## config.mk

```make
export PLATFORM = sky130hd
export DESIGN_NAME = matrix_rand_fill_ctrl
export DESIGN_NICKNAME = d
export VERILOG_FILES = /design/src/rtl/matrix_rand_pkg.sv /design/src/rtl/mrand_index_counter.sv /design/src/rtl/matrix_rand_fill_ctrl.sv
export SDC_FILE = /design/constraint.sdc
export NUM_CORES = 1
export LEC_CHECK = 0
export BUFFER_PORTS_ARGS = -buffer_cell sky130_fd_sc_hd__buf_2
export CORE_MARGIN = 5
export CORE_UTILIZATION = 58
export DETAILED_ROUTE_END_ITERATION = 10
export PLACE_DENSITY = 0.85
export SYNTH_ARGS = -nofsm -noshare
export SYNTH_HDL_FRONTEND = slang
export SYNTH_SLANG_ARGS = --single-unit
```

## constraint.sdc

```tcl
create_clock -name clk -period 5.1 [get_ports clk]
set_input_delay 0 -clock clk [delete_from_list [all_inputs] [get_ports clk]]
set_output_delay 0 -clock clk [all_outputs]
set_load 0.1 [all_outputs]
```

## src/rtl/matrix_rand_pkg.sv

```systemverilog
// Shared types and defaults for the random matrix fill controller.
// State encoding, widths and watchdog limit.
package matrix_rand_pkg;

  localparam int DEF_DW       = 8;
  localparam int ADDR_W       = 6;
  localparam int DEF_MAX_ROWS = 8;
  localparam int DEF_MAX_COLS = 8;
  localparam int DEF_WARMUP   = 2;
  localparam int WD_LIMIT     = 4;

  typedef enum logic [2:0] {
    S_IDLE,
    S_CHECK,
    S_WARM,
    S_REQ,
    S_WAIT,
    S_WRITE,
    S_DONE,
    S_ERR
  } state_t;

endpackage

```

## src/rtl/mrand_index_counter.sv

```systemverilog
// Row/column index counter for row-major matrix fill.
// Produces the linear write address and a last-element flag.
module mrand_index_counter
  import matrix_rand_pkg::*;
(
  input  logic              clk,
  input  logic              rst_n,
  input  logic              i_clr,
  input  logic              i_adv,
  input  logic [3:0]        i_rows,
  input  logic [3:0]        i_cols,
  output logic [ADDR_W-1:0] o_addr,
  output logic              o_last
);

  logic [3:0] r_row;
  logic [3:0] r_col;
  logic       w_col_end;

  assign w_col_end = (r_col == i_cols - 4'd1);

  always_ff @(posedge clk or negedge rst_n) begin
    if (!rst_n) begin
      r_row <= '0;
      r_col <= '0;
    end else if (i_clr) begin
      r_row <= '0;
      r_col <= '0;
    end else if (i_adv) begin
      if (w_col_end) begin
        r_col <= '0;
        r_row <= r_row + 4'd1;
      end else begin
        r_col <= r_col + 4'd1;
      end
    end
  end

  assign o_addr = ADDR_W'(r_row) * ADDR_W'(i_cols)
                + ADDR_W'(r_col);
  assign o_last = w_col_end && (r_row == i_rows - 4'd1);

endmodule

```

## src/rtl/matrix_rand_fill_ctrl.sv

```systemverilog
// Sequences the random generator to fill a ROWS x COLS matrix
// row-major, discarding warm-up samples and honouring wr_ready.
module matrix_rand_fill_ctrl
  import matrix_rand_pkg::*;
#(
  parameter int MAX_ROWS = DEF_MAX_ROWS,
  parameter int MAX_COLS = DEF_MAX_COLS,
  parameter int WARMUP   = DEF_WARMUP,
  parameter int DW       = DEF_DW
) (
  input  logic              clk,
  input  logic              rst_n,
  input  logic              start,
  input  logic              abort,
  input  logic [3:0]        rows_cfg,
  input  logic [3:0]        cols_cfg,
  input  logic [DW-1:0]     min_cfg,
  input  logic [DW-1:0]     max_cfg,
  output logic              rng_gen_en,
  output logic [DW-1:0]     rng_min,
  output logic [DW-1:0]     rng_max,
  input  logic [DW-1:0]     rng_data,
  input  logic              rng_valid,
  input  logic              rng_range_err,
  output logic              wr_en,
  input  logic              wr_ready,
  output logic [ADDR_W-1:0] wr_addr,
  output logic [DW-1:0]     wr_data,
  output logic              busy,
  output logic              done,
  output logic              error
);

  state_t        r_state;
  state_t        r_next;
  logic [3:0]    r_rows;
  logic [3:0]    r_cols;
  logic [DW-1:0] r_min;
  logic [DW-1:0] r_max;
  logic [DW-1:0] r_data;
  logic          r_error;
  logic [3:0]    r_warm_cnt;
  logic          r_warm_wait;
  logic [2:0]    r_wd;

  logic w_start_acc;
  logic w_cfg_bad;
  logic w_warm_last;
  logic w_waiting;
  logic w_wd_exp;
  logic w_adv;
  logic w_last;

  assign w_start_acc = (r_state == S_IDLE) && start && !abort;
  assign w_cfg_bad   = (r_rows == 4'd0) || (r_cols == 4'd0)
                    || (r_rows > 4'(MAX_ROWS))
                    || (r_cols > 4'(MAX_COLS))
                    || (r_max < r_min);
  assign w_warm_last = (r_warm_cnt == 4'(WARMUP - 1));
  assign w_waiting   = (r_state == S_WAIT)
                    || ((r_state == S_WARM) && r_warm_wait);
  assign w_wd_exp    = (r_wd == 3'(WD_LIMIT - 1)) && !rng_valid;
  assign w_adv       = (r_state == S_WRITE) && wr_ready && !abort;

  mrand_index_counter u_idx (
    .clk    (clk),
    .rst_n  (rst_n),
    .i_clr  (w_start_acc),
    .i_adv  (w_adv),
    .i_rows (r_rows),
    .i_cols (r_cols),
    .o_addr (wr_addr),
    .o_last (w_last)
  );

  always_ff @(posedge clk or negedge rst_n) begin
    if (!rst_n) r_state <= S_IDLE;
    else        r_state <= r_next;
  end

  always_comb begin
    r_next = r_state;
    if (abort) begin
      r_next = S_IDLE;
    end else begin
      unique case (r_state)
        S_IDLE:  if (start) r_next = S_CHECK;
        S_CHECK: r_next = w_cfg_bad ? S_ERR : S_WARM;
        S_WARM: begin
          if (r_warm_wait) begin
            if (rng_valid) begin
              if (w_warm_last) r_next = S_REQ;
            end else if (w_wd_exp) begin
              r_next = S_ERR;
            end
          end
        end
        S_REQ:   r_next = S_WAIT;
        S_WAIT: begin
          if (rng_valid)
            r_next = rng_range_err ? S_ERR : S_WRITE;
          else if (w_wd_exp)
            r_next = S_ERR;
        end
        S_WRITE: if (wr_ready) r_next = w_last ? S_DONE : S_REQ;
        S_DONE:  r_next = S_IDLE;
        S_ERR:   r_next = S_IDLE;
        default: r_next = S_IDLE;
      endcase
    end
  end

  always_ff @(posedge clk or negedge rst_n) begin
    if (!rst_n) begin
      r_rows      <= '0;
      r_cols      <= '0;
      r_min       <= '0;
      r_max       <= '0;
      r_data      <= '0;
      r_error     <= 1'b0;
      r_warm_cnt  <= '0;
      r_warm_wait <= 1'b0;
      r_wd        <= '0;
    end else begin
      r_wd <= (w_waiting && !rng_valid) ? r_wd + 3'd1 : 3'd0;
      if (r_next == S_ERR) r_error <= 1'b1;
      if (w_start_acc) begin
        r_rows      <= rows_cfg;
        r_cols      <= cols_cfg;
        r_min       <= min_cfg;
        r_max       <= max_cfg;
        r_error     <= 1'b0;
        r_warm_cnt  <= '0;
        r_warm_wait <= 1'b0;
      end else if ((r_state == S_WARM) && !abort) begin
        // alternate pulse / wait so only one warm sample is in flight
        if (!r_warm_wait) begin
          r_warm_wait <= 1'b1;
        end else if (rng_valid) begin
          r_warm_wait <= 1'b0;
          r_warm_cnt  <= r_warm_cnt + 4'd1;
        end
      end
      if ((r_state == S_WAIT) && rng_valid && !abort
          && !rng_range_err)
        r_data <= rng_data;
    end
  end

  assign rng_gen_en = (r_state == S_REQ)
                   || ((r_state == S_WARM) && !r_warm_wait);
  assign rng_min    = r_min;
  assign rng_max    = r_max;
  assign wr_en      = (r_state == S_WRITE);
  assign wr_data    = r_data;
  assign busy       = (r_state != S_IDLE) && (r_state != S_ERR);
  assign done       = (r_state == S_DONE);
  assign error      = r_error;

endmodule
```

==> flow_summary.ini, run 1 <==
[flow_run]
maxCapViolCount = 0

[synthesis]
synth_area_leaders = dfrtp_1, ha_1, mux2_2
yosysUniqueCellTypes = 39
synth_edf_count = 0
synth_seq_cells = 52
async_flop_share_pct = 100.0
yosysSeqAreaShare_pct = 40.80
syn_area_mm2 = 0.003189
netlist.area_leader.share_pct = 40.80
synth_ff_type = dfrtp_1
netlist_instances = 317
synth.largest_area_cell = dfrtp_1
syn-num-nets = 389
avgSynthCellArea_um2 = 10.06
synth_warnings = 0

[global_routing]
grt.total_usage_pct = 23.61
grt_pass1_vias = 2869
antenna_found_initial = 0
grt_remaining_overflow = 0
grt_pass1_wl_um = 13570
grt_max_degree = 53

[setup_path]
path_delay_family = adder cells
r2r_setup_slack_ps = 2610
critPathMaxFanout = 8
crit_path_top_delay_cell = dfrtp_1
cp.depth = 10
cp_data_required_time_ps = 5100
cp-start-kind = flop
cp.arrival_ps = 3830
crit_top_cell = fa_1
max_stage_delay_ps = 570
r2r_cells = 8
path_cells = nand2_1, fa_1, fa_1, fa_1, inv_1, ha_1, a21o_1, a21oi_1, xnor2_1, buf_2
rr_endpoint = error
timing.rr.start = r_cols[0]
crit_path_end_kind = output pin
path_class = flop to output pin
crit_buf_inv = 2

[timing]
worst_slew_pin_slew_ps = 1080
fin_crit_sh_pct = 75.04
finalCriticalPeriod_ps = 3827
hold_violations = 0
setup_slack_ps = 1273
setup_violations = 0
rsz0062_at_grt = no
max_freq_mhz = 261.3
slew_violations = 0
max_slew_margin_pct = 27.83
setup_tns_ps = 0
fin_skew_ps = 7.715

[finish]
fin_area_mm2 = 0.004031
syn_to_final_growth_pct = 26.40
layout-drive-gt1-share_pct = 26.43
n_antenna_cell = 0
multi_input_area_mm2 = 0.001718
mostFrequentLayoutCell = buf_2
finalNetCount = 491
final_cell_mix = buf_2, dfrtp_1, dlygate4sd3_1
regArea_mm2 = 0.001301
fillers = 330

[cts]
cts_root_buf = clkbuf_8
clock_path_buffers = 2
cts_setup_buffers = 0
cts_buffers = 5
clkTransAtPathRegs_ps = 100
clock_sinks = 52
htreeDepth = 2
clkLatencyLatePin_ps = 310
cts_tree = yes

[place]
gp_congestion = 0.9132
dpl_cell_area_mm2 = 0.003595
io_buffers = 73
dpl.hpwl_um = 4990
preCtsSetupSlack_ps = 1645

[run_status]
status = completed

[floorplanning]
coreArea_mm2 = 0.005439
die_w_um = 84.16
die-area_mm2 = 0.007082
io_pins = 74
initial_core_util_pct = 58.64
die_h_um = 84.16
num_rows = 27

[routing]
drt_iter0_markers = 184
avgViaCountPerCell = 5.354
ant_nets = 0
remaining_drc_errors = 0
drt_pre_antenna_iters = 4
vias = 2634
drt-total-wl_um = 7841
wl_per_cell_um = 15.94

[worst_hold_path]
hold_end = r_state[0]
whs_path_depth = 3
min_path_type = input port to flop
hp-start = start

[pwr]
cellLeakagePower_nw = 2.036
vdd_drop_max_mv = 0.6391
power_density_mw_per_mm2 = 632.9
## worst max path at each step
stage / from / end / slack (ps)
2_1_floorplan: u_idx.r_row[0] / wr_addr[5] / 830
4_1_cts: r_cols[2] / wr_addr[5] / 1300
3_5_place_dp: r_cols[2] / wr_addr[5] / 1640
6_report: r_cols[2] / wr_addr[5] / 1270
3_3_place_gp: r_cols[2] / wr_addr[5] / 1740
5_1_grt: r_cols[2] / wr_addr[5] / 1050
## layout make-up
class,instances,area share (%)
flip-flops and latches,52,32.28
multi-input cells,222,42.61
repair buffers,108,17.69
inverters,30,2.793
well taps,72,2.235
clock buffers,6,2.048
clock inverters,2,0.3414
## repair_timing
action | 4_1_cts | 5_1_grt
hold buffers | 34 | 0
gates resized for setup | 0 | 0
hold endpoints to repair | 87 | 0
## metal layers
layer  vias to the layer above  wire length [um]  track usage [%]
met5                         -                 0                0
met4                         0               212            9.211
met3                        21               411            4.711
met2                        99              4098            41.46
met1                      1250              3119            28.42
li1                       1264                 -                -
## power breakdown
part,switching (W),leakage (nW),total (W),internal [W]
Clock,0.000146,0.0516,0.000257,0.000111
Sequential,0.000157,0.670,0.000714,0.000557
Combinational,0.00119,1.31,0.00158,0.000385
## logic make-up (layout without fill, tap and decap cells)
group | after synthesis | count (layout) | synth area share [%]
fa+ha+maj | 33 | 33 | 14.36
compound gates | 45 | 45 | 8.160
xor+xnor | 27 | 27 | 7.650
simple gates | 93 | 93 | 15.10
mux | 24 | 24 | 8.356
flops | 52 | 52 | 40.80
buf+inv | 43 | 146 | 5.571
## stage by stage
stage,util [%],power (W),instances,hold slack [ps]
finish,74.12,0.002551,492,46.61
global route,74.12,0.002680,492,46.96
CTS,74.12,0.002515,492,34.25
detailed placement,66.09,0.002236,450,157.5
global placement,66.09,0.002196,450,154.1
floorplan,-,0.001982,317,-295.6
## synth_stat cells, types with 2 or more instances
master and n:
mux2_2 21, xor2_1 8, nand2b_1 2, and2_1 3, and2_2 3, nand2_1 30, a21o_1 2, o21ai_0 19
buf_6 2, nand3_1 5, clkbuf_1 10, xnor2_1 18, nor3_1 9, or3_1 3, dfrtp_1 52, nor2b_1 5
ha_1 27, and3_1 3, inv_1 30, nor2_1 21, and4_1 3, nand4_1 2, fa_1 6, a21oi_1 15
mux2i_1 3, a2bb2oi_1 2
## flip-flops by register name, summed over array words and instances (netlist names)
| register | flops |
|---|---|
| r_rows | 4 |
| r_state | 3 |
| wr_data | 8 |
| r_warm_cnt | 4 |
| u_idx.r_row | 4 |
| r_cols | 4 |
| rng_min | 8 |
| r_wd | 3 |
| error | 1 |
| rng_max | 8 |
| r_warm_wait | 1 |
| u_idx.r_col | 4 |
## worst min-delay path, delay by kind of cell
| family | cells | cell delay, ps |
|---|---|---|
| compound gates | 1 | 110 |
| simple gates | 1 | 110 |
| buf+inv | 1 | 100 |
Power figures use the tool's default switching activity.
==> run 2: changes to the inputs <==
Settings changed: CORE_UTILIZATION 58 to 49, PLACE_DENSITY 0.85 to 0.77.
Clock period 5.1 ns to 3.15 ns, I/O delays scaled along.
==> flow_summary.ini, run 2 (same netlist as run 1, synthesis figures left out) <==
[pwr]
power_density_mw_per_mm2 = 948.4
vdd_drop_max_mv = 1.171
cellLeakagePower_nw = 2.127
p_total_w = 0.004077

[global_routing]
grt_pass1_vias = 2738
grt_pass1_wl_um = 12540
antenna_found_initial = 0
grt_max_degree = 31
grt_remaining_overflow = 0
grt.total_usage_pct = 18.21

[place]
dpl.hpwl_um = 5094
io_buffers = 73
gp_congestion = 0.8514
dpl_cell_area_mm2 = 0.003786

[timing]
setup_slack_ps = -92.31
hold_violations = 0
fin_skew_ps = 6.875
max_freq_mhz = 308.4
max_slew_margin_pct = 43.14
setup_violations = 2
slew_violations = 0
worst_slew_pin_slew_ps = 846.4
fin_crit_sh_pct = 102.9
finalCriticalPeriod_ps = 3242
rsz0062_at_grt = yes
hold_ws_ps = 33.81

[cts]
cts_tree = yes
clkTransAtPathRegs_ps = 100
cts_root_buf = clkbuf_8
clock_path_buffers = 2
cts_buffers = 5
clkLatencyLatePin_ps = 310
htreeDepth = 2
clock_sinks = 52

[setup_path]
cp-start-kind = flop
critPathMaxFanout = 2
rr_endpoint = u_idx.r_row[3]
r2r_setup_slack_ps = 750
startpoint = u_idx.r_row[0]
path_delay_family = adder cells
crit_path_top_delay_cell = fa_1
crit_buf_inv = 2
path_cells = nand2_2, fa_1, fa_1, fa_1, inv_2, ha_4, a21o_1, a21oi_4, xnor2_4, buf_12
cp.arrival_ps = 3240
crit_top_cell = fa_1
cp.depth = 10
crit_path_end_kind = output pin
r2r_cells = 7
timing.rr.start = r_cols[0]
path_class = flop to output pin
max_stage_delay_ps = 560
crit_end = wr_addr[5]
cp_data_required_time_ps = 3150

[routing]
drt_iter0_markers = 184
remaining_drc_errors = 0
wl_per_cell_um = 14.16
drt_pre_antenna_iters = 4
vias = 2611
avgViaCountPerCell = 5.100
ant_nets = 0
drt-total-wl_um = 7251

[run_status]
status = finished, violations left
violations = negative setup slack

[floorplanning]
num_rows = 29
io_pins = 74
die-area_mm2 = 0.008222
die_w_um = 90.68
coreArea_mm2 = 0.006350
die_h_um = 90.68
initial_core_util_pct = 50.23

[flow_run]
maxCapViolCount = 0

[finish]
syn_to_final_growth_pct = 34.80
final_cell_mix = buf_2, dfrtp_1, dlygate4sd3_1
mostFrequentLayoutCell = buf_2
finalNetCount = 506
n_antenna_cell = 0
layout-drive-gt1-share_pct = 31.72
fin_area_mm2 = 0.004299
fillers = 455

[worst_hold_path]
min_path_type = input port to flop
whs_path_depth = 3
==> run 2: layout make-up <==
cell class	instances	area, um2	area share [%]
multi-input combinational	222	1817	42.26
sequential	52	1304	30.33
tap	77	96.34	2.241
clock inverter	3	23.77	0.5530
timing repair buffer	123	877.1	20.40
clock buffer	5	68.82	1.601
inverter	30	112.6	2.619
==> run 2: power breakdown <==
part | switching [W] | internal, W | leakage [nW]
clock network | 0.000230 | 0.000158 | 0.0404
registers | 0.000208 | 0.000903 | 0.667
logic | 0.00192 | 0.000658 | 1.42
==> run 2: what timing repair did <==
item	in CTS	in global routing
gates resized for setup	8	2
pin swaps	9	2
hold buffers	34	0
hold endpoints to repair	61	0
gates cloned	0	0
buffers inserted	7	0
endpoints found under the setup margin	2	4
==> run 2: metrics by stage <==
stage | cells | util [%] | TNS (ps) | setup slack, ps
after floorplan | 317 | - | 0 | 15.45
after CTS | 512 | 67.63 | -139.5 | -109.4
after global routing | 512 | 67.70 | -489.0 | -199.1
final | 512 | 67.70 | -153.1 | -92.31
after global placement | 463 | 59.63 | 0 | 147.2
after detailed placement | 463 | 59.63 | 0 | 99.75
==> run 2: worst reg2reg max path, stage by stage, from the launching register on <==
cell     delay, ps
dfrtp_1        500
inv_1          160
ha_1           340
xnor2_1        160
nor4_4         550
nand2_4        130
or3_1          370
a21oi_1        130
==> run 2: how the worst min path moves through the flow <==
stage          startpoint             to  slack [ps]
2_1_floorplan       rst_n          error        -300
5_1_grt             start     r_state[0]          50
3_5_place_dp        rst_n  r_warm_cnt[3]          40
3_3_place_gp        rst_n  r_warm_cnt[3]          50
4_1_cts             start     r_state[0]          30
6_report            start     r_state[0]          30
==> run 2: metal layers <==
metal  share of wire [%]  GRT usage [%]  up-vias
li1                    -              -     1293
met1                  41          22.01     1226
met2                  51          31.72       76
met3                 6.4          4.333       16
met4                 2.1          5.831        0
met5                   0              0        -
